### config.mk
export PLATFORM = sky130hd
export DESIGN_NAME = framebuf_loader
export DESIGN_NICKNAME = d
export VERILOG_FILES = /design/src/rtl/framebuf_pkg.sv /design/src/rtl/framebuf_loader_pixel_scale.sv /design/src/rtl/framebuf_loader.sv
export SDC_FILE = /design/constraint.sdc
export NUM_CORES = 1
export LEC_CHECK = 0
export BUFFER_PORTS_ARGS = -buffer_cell sky130_fd_sc_hd__buf_2
export CORE_ASPECT_RATIO = 1.5
export CORE_MARGIN = 5
export CORE_UTILIZATION = 30
export CTS_BUF_LIST = sky130_fd_sc_hd__clkbuf_4
export DETAILED_ROUTE_END_ITERATION = 8
export SYNTH_ARGS = -nofsm -noshare
export SYNTH_HDL_FRONTEND = slang
export SYNTH_HIERARCHICAL = 1
export SYNTH_SLANG_ARGS = --single-unit
### constraint.sdc
create_clock -name clk -period 9.8 [get_ports clk]
set_clock_uncertainty 0.2 [all_clocks]
set_input_delay 1.96 -clock clk [delete_from_list [all_inputs] [get_ports clk]]
set_output_delay 1.96 -clock clk [all_outputs]
set_load 0.03 [all_outputs]
### src/rtl/framebuf_pkg.sv
// Shared constants and state encoding for the LED frame buffer loader.
package framebuf_pkg;

  localparam int unsigned DEFAULT_NUM_LEDS      = 16;
  localparam int unsigned DEFAULT_BYTES_PER_LED = 3;

  localparam int unsigned FB_BYTES = DEFAULT_NUM_LEDS * DEFAULT_BYTES_PER_LED;
  localparam int unsigned FB_WIDTH = 8 * FB_BYTES;
  localparam int unsigned IDX_W    = $clog2(FB_BYTES);

  typedef enum logic [0:0] {
    FILL   = 1'b0,
    COMMIT = 1'b1
  } state_e;

endpackage

### src/rtl/framebuf_loader_pixel_scale.sv
// Brightness scaler: stored = (data * (brightness + 1)) >> 8, so 0xFF is identity.
module pixel_scale
  import framebuf_pkg::*;
(
  input  logic [7:0] data,
  input  logic [7:0] brightness,
  output logic [7:0] scaled
);

  logic [8:0]  gain;
  logic [15:0] product;

  assign gain    = {1'b0, brightness} + 9'd1;
  assign product = 16'(data) * 16'(gain);
  assign scaled  = 8'(product >> 8);

endmodule

### src/rtl/framebuf_loader.sv
// Assembles a byte stream into a back buffer and commits whole frames to the front buffer.
// Optional per-byte brightness scaling is enabled by defining FRAMEBUF_BRIGHTNESS_EN.
module framebuf_loader
  import framebuf_pkg::*;
#(
  parameter  int unsigned NUM_LEDS      = DEFAULT_NUM_LEDS,
  parameter  int unsigned BYTES_PER_LED = DEFAULT_BYTES_PER_LED,
  localparam int unsigned FbBytes       = NUM_LEDS * BYTES_PER_LED,
  localparam int unsigned FbWidth       = 8 * FbBytes,
  localparam int unsigned IdxW          = $clog2(FbBytes)
) (
  input  logic               clk,
  input  logic               nrst,
  input  logic [7:0]         wr_data,
  input  logic               wr_valid,
  input  logic               wr_first,
`ifdef FRAMEBUF_BRIGHTNESS_EN
  input  logic [7:0]         brightness,
`endif
  output logic               wr_ready,
  output logic [FbWidth-1:0] framebuf,
  output logic               frame_done,
  output logic               err_short,
  output logic [IdxW-1:0]    byte_idx
);

  state_e             state_q, state_d;
  logic [IdxW-1:0]    idx_q, idx_d;
  logic [FbWidth-1:0] back_q, back_d;
  logic [FbWidth-1:0] front_q, front_d;
  logic               ready_q, ready_d;
  logic               done_q, done_d;
  logic               err_q, err_d;

  logic               accept;
  logic [IdxW-1:0]    eff_idx;
  logic               last_byte;
  logic [7:0]         store_byte;

`ifdef FRAMEBUF_BRIGHTNESS_EN
  pixel_scale u_pixel_scale (
    .data       (wr_data),
    .brightness (brightness),
    .scaled     (store_byte)
  );
`else
  assign store_byte = wr_data;
`endif

  assign accept    = wr_valid && ready_q;
  // wr_first restarts the frame at byte 0 regardless of the current fill level.
  assign eff_idx   = wr_first ? '0 : idx_q;
  assign last_byte = (eff_idx == IdxW'(FbBytes - 1));

  always_comb begin
    state_d = state_q;
    idx_d   = idx_q;
    back_d  = back_q;
    front_d = front_q;
    ready_d = ready_q;
    done_d  = 1'b0;
    err_d   = 1'b0;

    unique case (state_q)
      FILL: begin
        ready_d = 1'b1;
        if (accept) begin
          back_d[8*eff_idx +: 8] = store_byte;
          err_d                  = wr_first && (idx_q != '0);
          if (last_byte) begin
            idx_d   = '0;
            state_d = COMMIT;
            ready_d = 1'b0;
          end else begin
            idx_d = eff_idx + 1'b1;
          end
        end
      end
      COMMIT: begin
        // Single-edge copy keeps the serialiser from ever seeing a partial frame.
        front_d = back_q;
        done_d  = 1'b1;
        idx_d   = '0;
        ready_d = 1'b1;
        state_d = FILL;
      end
      default: begin
        state_d = FILL;
        ready_d = 1'b0;
      end
    endcase
  end

  always_ff @(posedge clk) begin
    if (!nrst) begin
      state_q <= FILL;
      idx_q   <= '0;
      back_q  <= '0;
      front_q <= '0;
      ready_q <= 1'b0;
      done_q  <= 1'b0;
      err_q   <= 1'b0;
    end else begin
      state_q <= state_d;
      idx_q   <= idx_d;
      back_q  <= back_d;
      front_q <= front_d;
      ready_q <= ready_d;
      done_q  <= done_d;
      err_q   <= err_d;
    end
  end

  assign wr_ready   = ready_q;
  assign framebuf   = front_q;
  assign frame_done = done_q;
  assign err_short  = err_q;
  assign byte_idx   = idx_q;

endmodule

==> flow_summary.yaml <==
outcome:
  status: "finished, final reports clean"
worst_setup_path:
  start_kind: "input port"
  crit_path_end_kind: "flop"
  crit_type: "input port to flop"
  path_cells: "buf_2 > nand2b_1 > ha_1 > o21bai_1 > a2111oi_2 > nand2_1 > or4_1 > mux2i_1"
  worstPathRequired_ps: 10560
  arrival_ps: 5770
  slowest_stage: "or4_1"
  crit_family: "simple AND/OR/NAND/NOR gates"
  crit_fanout: 25
  cp_slowest_stage_delay_ps: 1070
  crit_buf_inv: 1
synthesis:
  synth-async-reset-ratio_pct: 0
  syn_inst: 2963
  ys_seq_area_share_pct: 52.4
  yosys-top-cells-area: "dfxtp_1 52%, mux2i_1 24%, nand2_1 5.2%, nor2_1 5.1%, nand3_1 2.2%"
  synth_seq_cells: 778
  avgSynthCellArea_um2: 10.0
  netlist_top_cells_count: "778 x dfxtp_1, 711 x mux2i_1, 413 x nand2_1"
  synth-warning-count: 6
  ys_types: 70
  synth_edf_count: 0
  synthMostInstantiatedCell: "dfxtp_1"
  synthFlopType: "dfxtp_1"
  syn-num-nets: 2978
  synth_top_cell_area_share_pct: 52.4
  syn_area_um2: 29700
  synth_largest_area_cell: "dfxtp_1"
timing:
  post-route-min-period_ps: 5010
  fin_crit_sh_pct: 51.1
  drv_slew: 0
  setup_viol: 0
  rsz0062_at_grt: "false"
  hold_viol_final: 0
  tightest_slew_ps: 1290
  finalSetupTns_ps: 0
  max_clock_freq_mhz: 200
  slew_headroom_pct: 13.1
  hold-worst-slack_ps: 250
place:
  dp_hpwl_um: 68900
  place_area_um2: 32900
  port_buffers: 404
  gp_congestion: 0.835
  dp.cells: 4472
pwr:
  ir_worst_vdd_mv: 0.0954
  p_per_area_nw_per_um2: 170
  cellLeakagePower_nw: 14.0
  finalPower_mw: 5.99
floorplanning:
  ios: 405
  die_h_um: 396
  initial_core_util_pct: 30.2
  die_x_um: 267
  core_um2: 98400
  die-area_um2: 106000
  num_rows: 141
global_route:
  grt_overflow: 0
  grt_pass1_wl_um: 147000
  grt_pass1_vias: 22300
  grt_max_degree: 135
  antenna_found_initial: 7
  grtUsageTotal_pct: 18.4
flow_run:
  max_cap_viol_count: 0
layout:
  nets: 3393
  stdcell_area_um2: 35300
  area_growth_pct: 18.6
  drive_gt1_share_pct: 22.9
  final_cell_count_no_fill: 4817
clock_tree:
  clockBufferDepth: 3
  clock_sinks: 778
  cts_root_buffer: "clkbuf_4"
  cts_hold_buf: 0
  post_cts_resized: 0
  clk_pin_slew_worst_paths_ps: 70
  cts_setup_buffers: 0
  numCtsBuffers: 191
  cts_tree: "built"
  htree_levels: 4
  clk_latency_ps: 1120
route:
  drtIter0Drc: 1579
  viasPerCell: 4.79
  dr.pass1.iters: 5
  wire_per_inst_um: 21.0
  finalWirelength_um: 101000
  ant_nets: 0
  drc: 0
  routed-via-count: 23100
worst_hold_path:
  min_path_type: "flop to flop"
## tightest hold or removal path, stage by stage (launching register included)
cell and delay, ps:
dfxtp_1 330, mux2i_1 70, nor2_1 70
## sequential cells by signal, indices dropped and copies added (netlist names)
register / cells
frame_done: 1
byte_idx: 6
framebuf: 384
state_q: 1
wr_ready: 1
err_short: 1
back_q: 384
## report_power, final
part	internal, mW	switching, mW
sequential	3.16	0.00296
combinational	0.0179	0.124
clock	1.31	1.37
total	4.49	1.50
## cell families after synthesis
| group | count (synthesis) | share of synthesized area (%) |
|---|---|---|
| muxes | 711 | 23.9 |
| buffers and inverters | 224 | 3.01 |
| xor gates and xnor gates | 4 | 0.143 |
| AOI/OAI and AO/OA | 138 | 3.62 |
| adders and majority gates | 3 | 0.126 |
| and+or+nand+nor | 1105 | 16.8 |
| DFF | 778 | 52.4 |
## final timing paths
check | start | end | slack, ps | cells past startpoint
max | wr_first | back_q[260]$_SDFFE_PN0P_ | 4790 | 8
min | back_q[34]$_SDFFE_PN0P_ | framebuf[34]$_SDFFE_PN0P_ | 250 | 2
max reg2reg | byte_idx[1]$_SDFFE_PN0P_ | back_q[260]$_SDFFE_PN0P_ | 5180 | 7
min reg2reg | back_q[34]$_SDFFE_PN0P_ | framebuf[34]$_SDFFE_PN0P_ | 250 | 2
## layout make-up
type	instances	area [um^2]
inverters	7	33.8
diodes	10	25.0
repair buffers	439	2320
well taps	1287	1610
fillers	10200	63200
clock inverters	65	354
flip-flops and latches	778	15600
multi-input cells	1961	13300
clock buffers	270	2030
## per-stage QoR
step	setup WS, ps	utilization (%)
finish	4790	35.8
global route	4650	35.8
CTS	4920	35.8
detailed placement	3700	33.4
global placement	3730	33.4
floorplan	4970	-
## placed cells by master (no fill, tap or decap), types with 14 or more instances in the layout
cell type / instances
a31o_2: 20
mux2i_1: 711
nor2_1: 404
nand3_1: 132
nand2_1: 413
dfxtp_1: 777
clkinv_1: 43
o211ai_1: 41
buf_2: 403
clkbuf_4: 270
nor3_1: 44
buf_4: 33
or4_1: 14
o31ai_1: 34
## metal layers
layer | track usage [%] | wire length [um] | vias to the layer above
met5 | 0 | 13 | -
met4 | 6.73 | 3410 | 2
met3 | 5.78 | 7200 | 183
met2 | 31.4 | 49900 | 755
met1 | 21.6 | 40700 | 11000
li1 | - | - | 11100
Note: power is estimated with default switching activity, not from simulation.
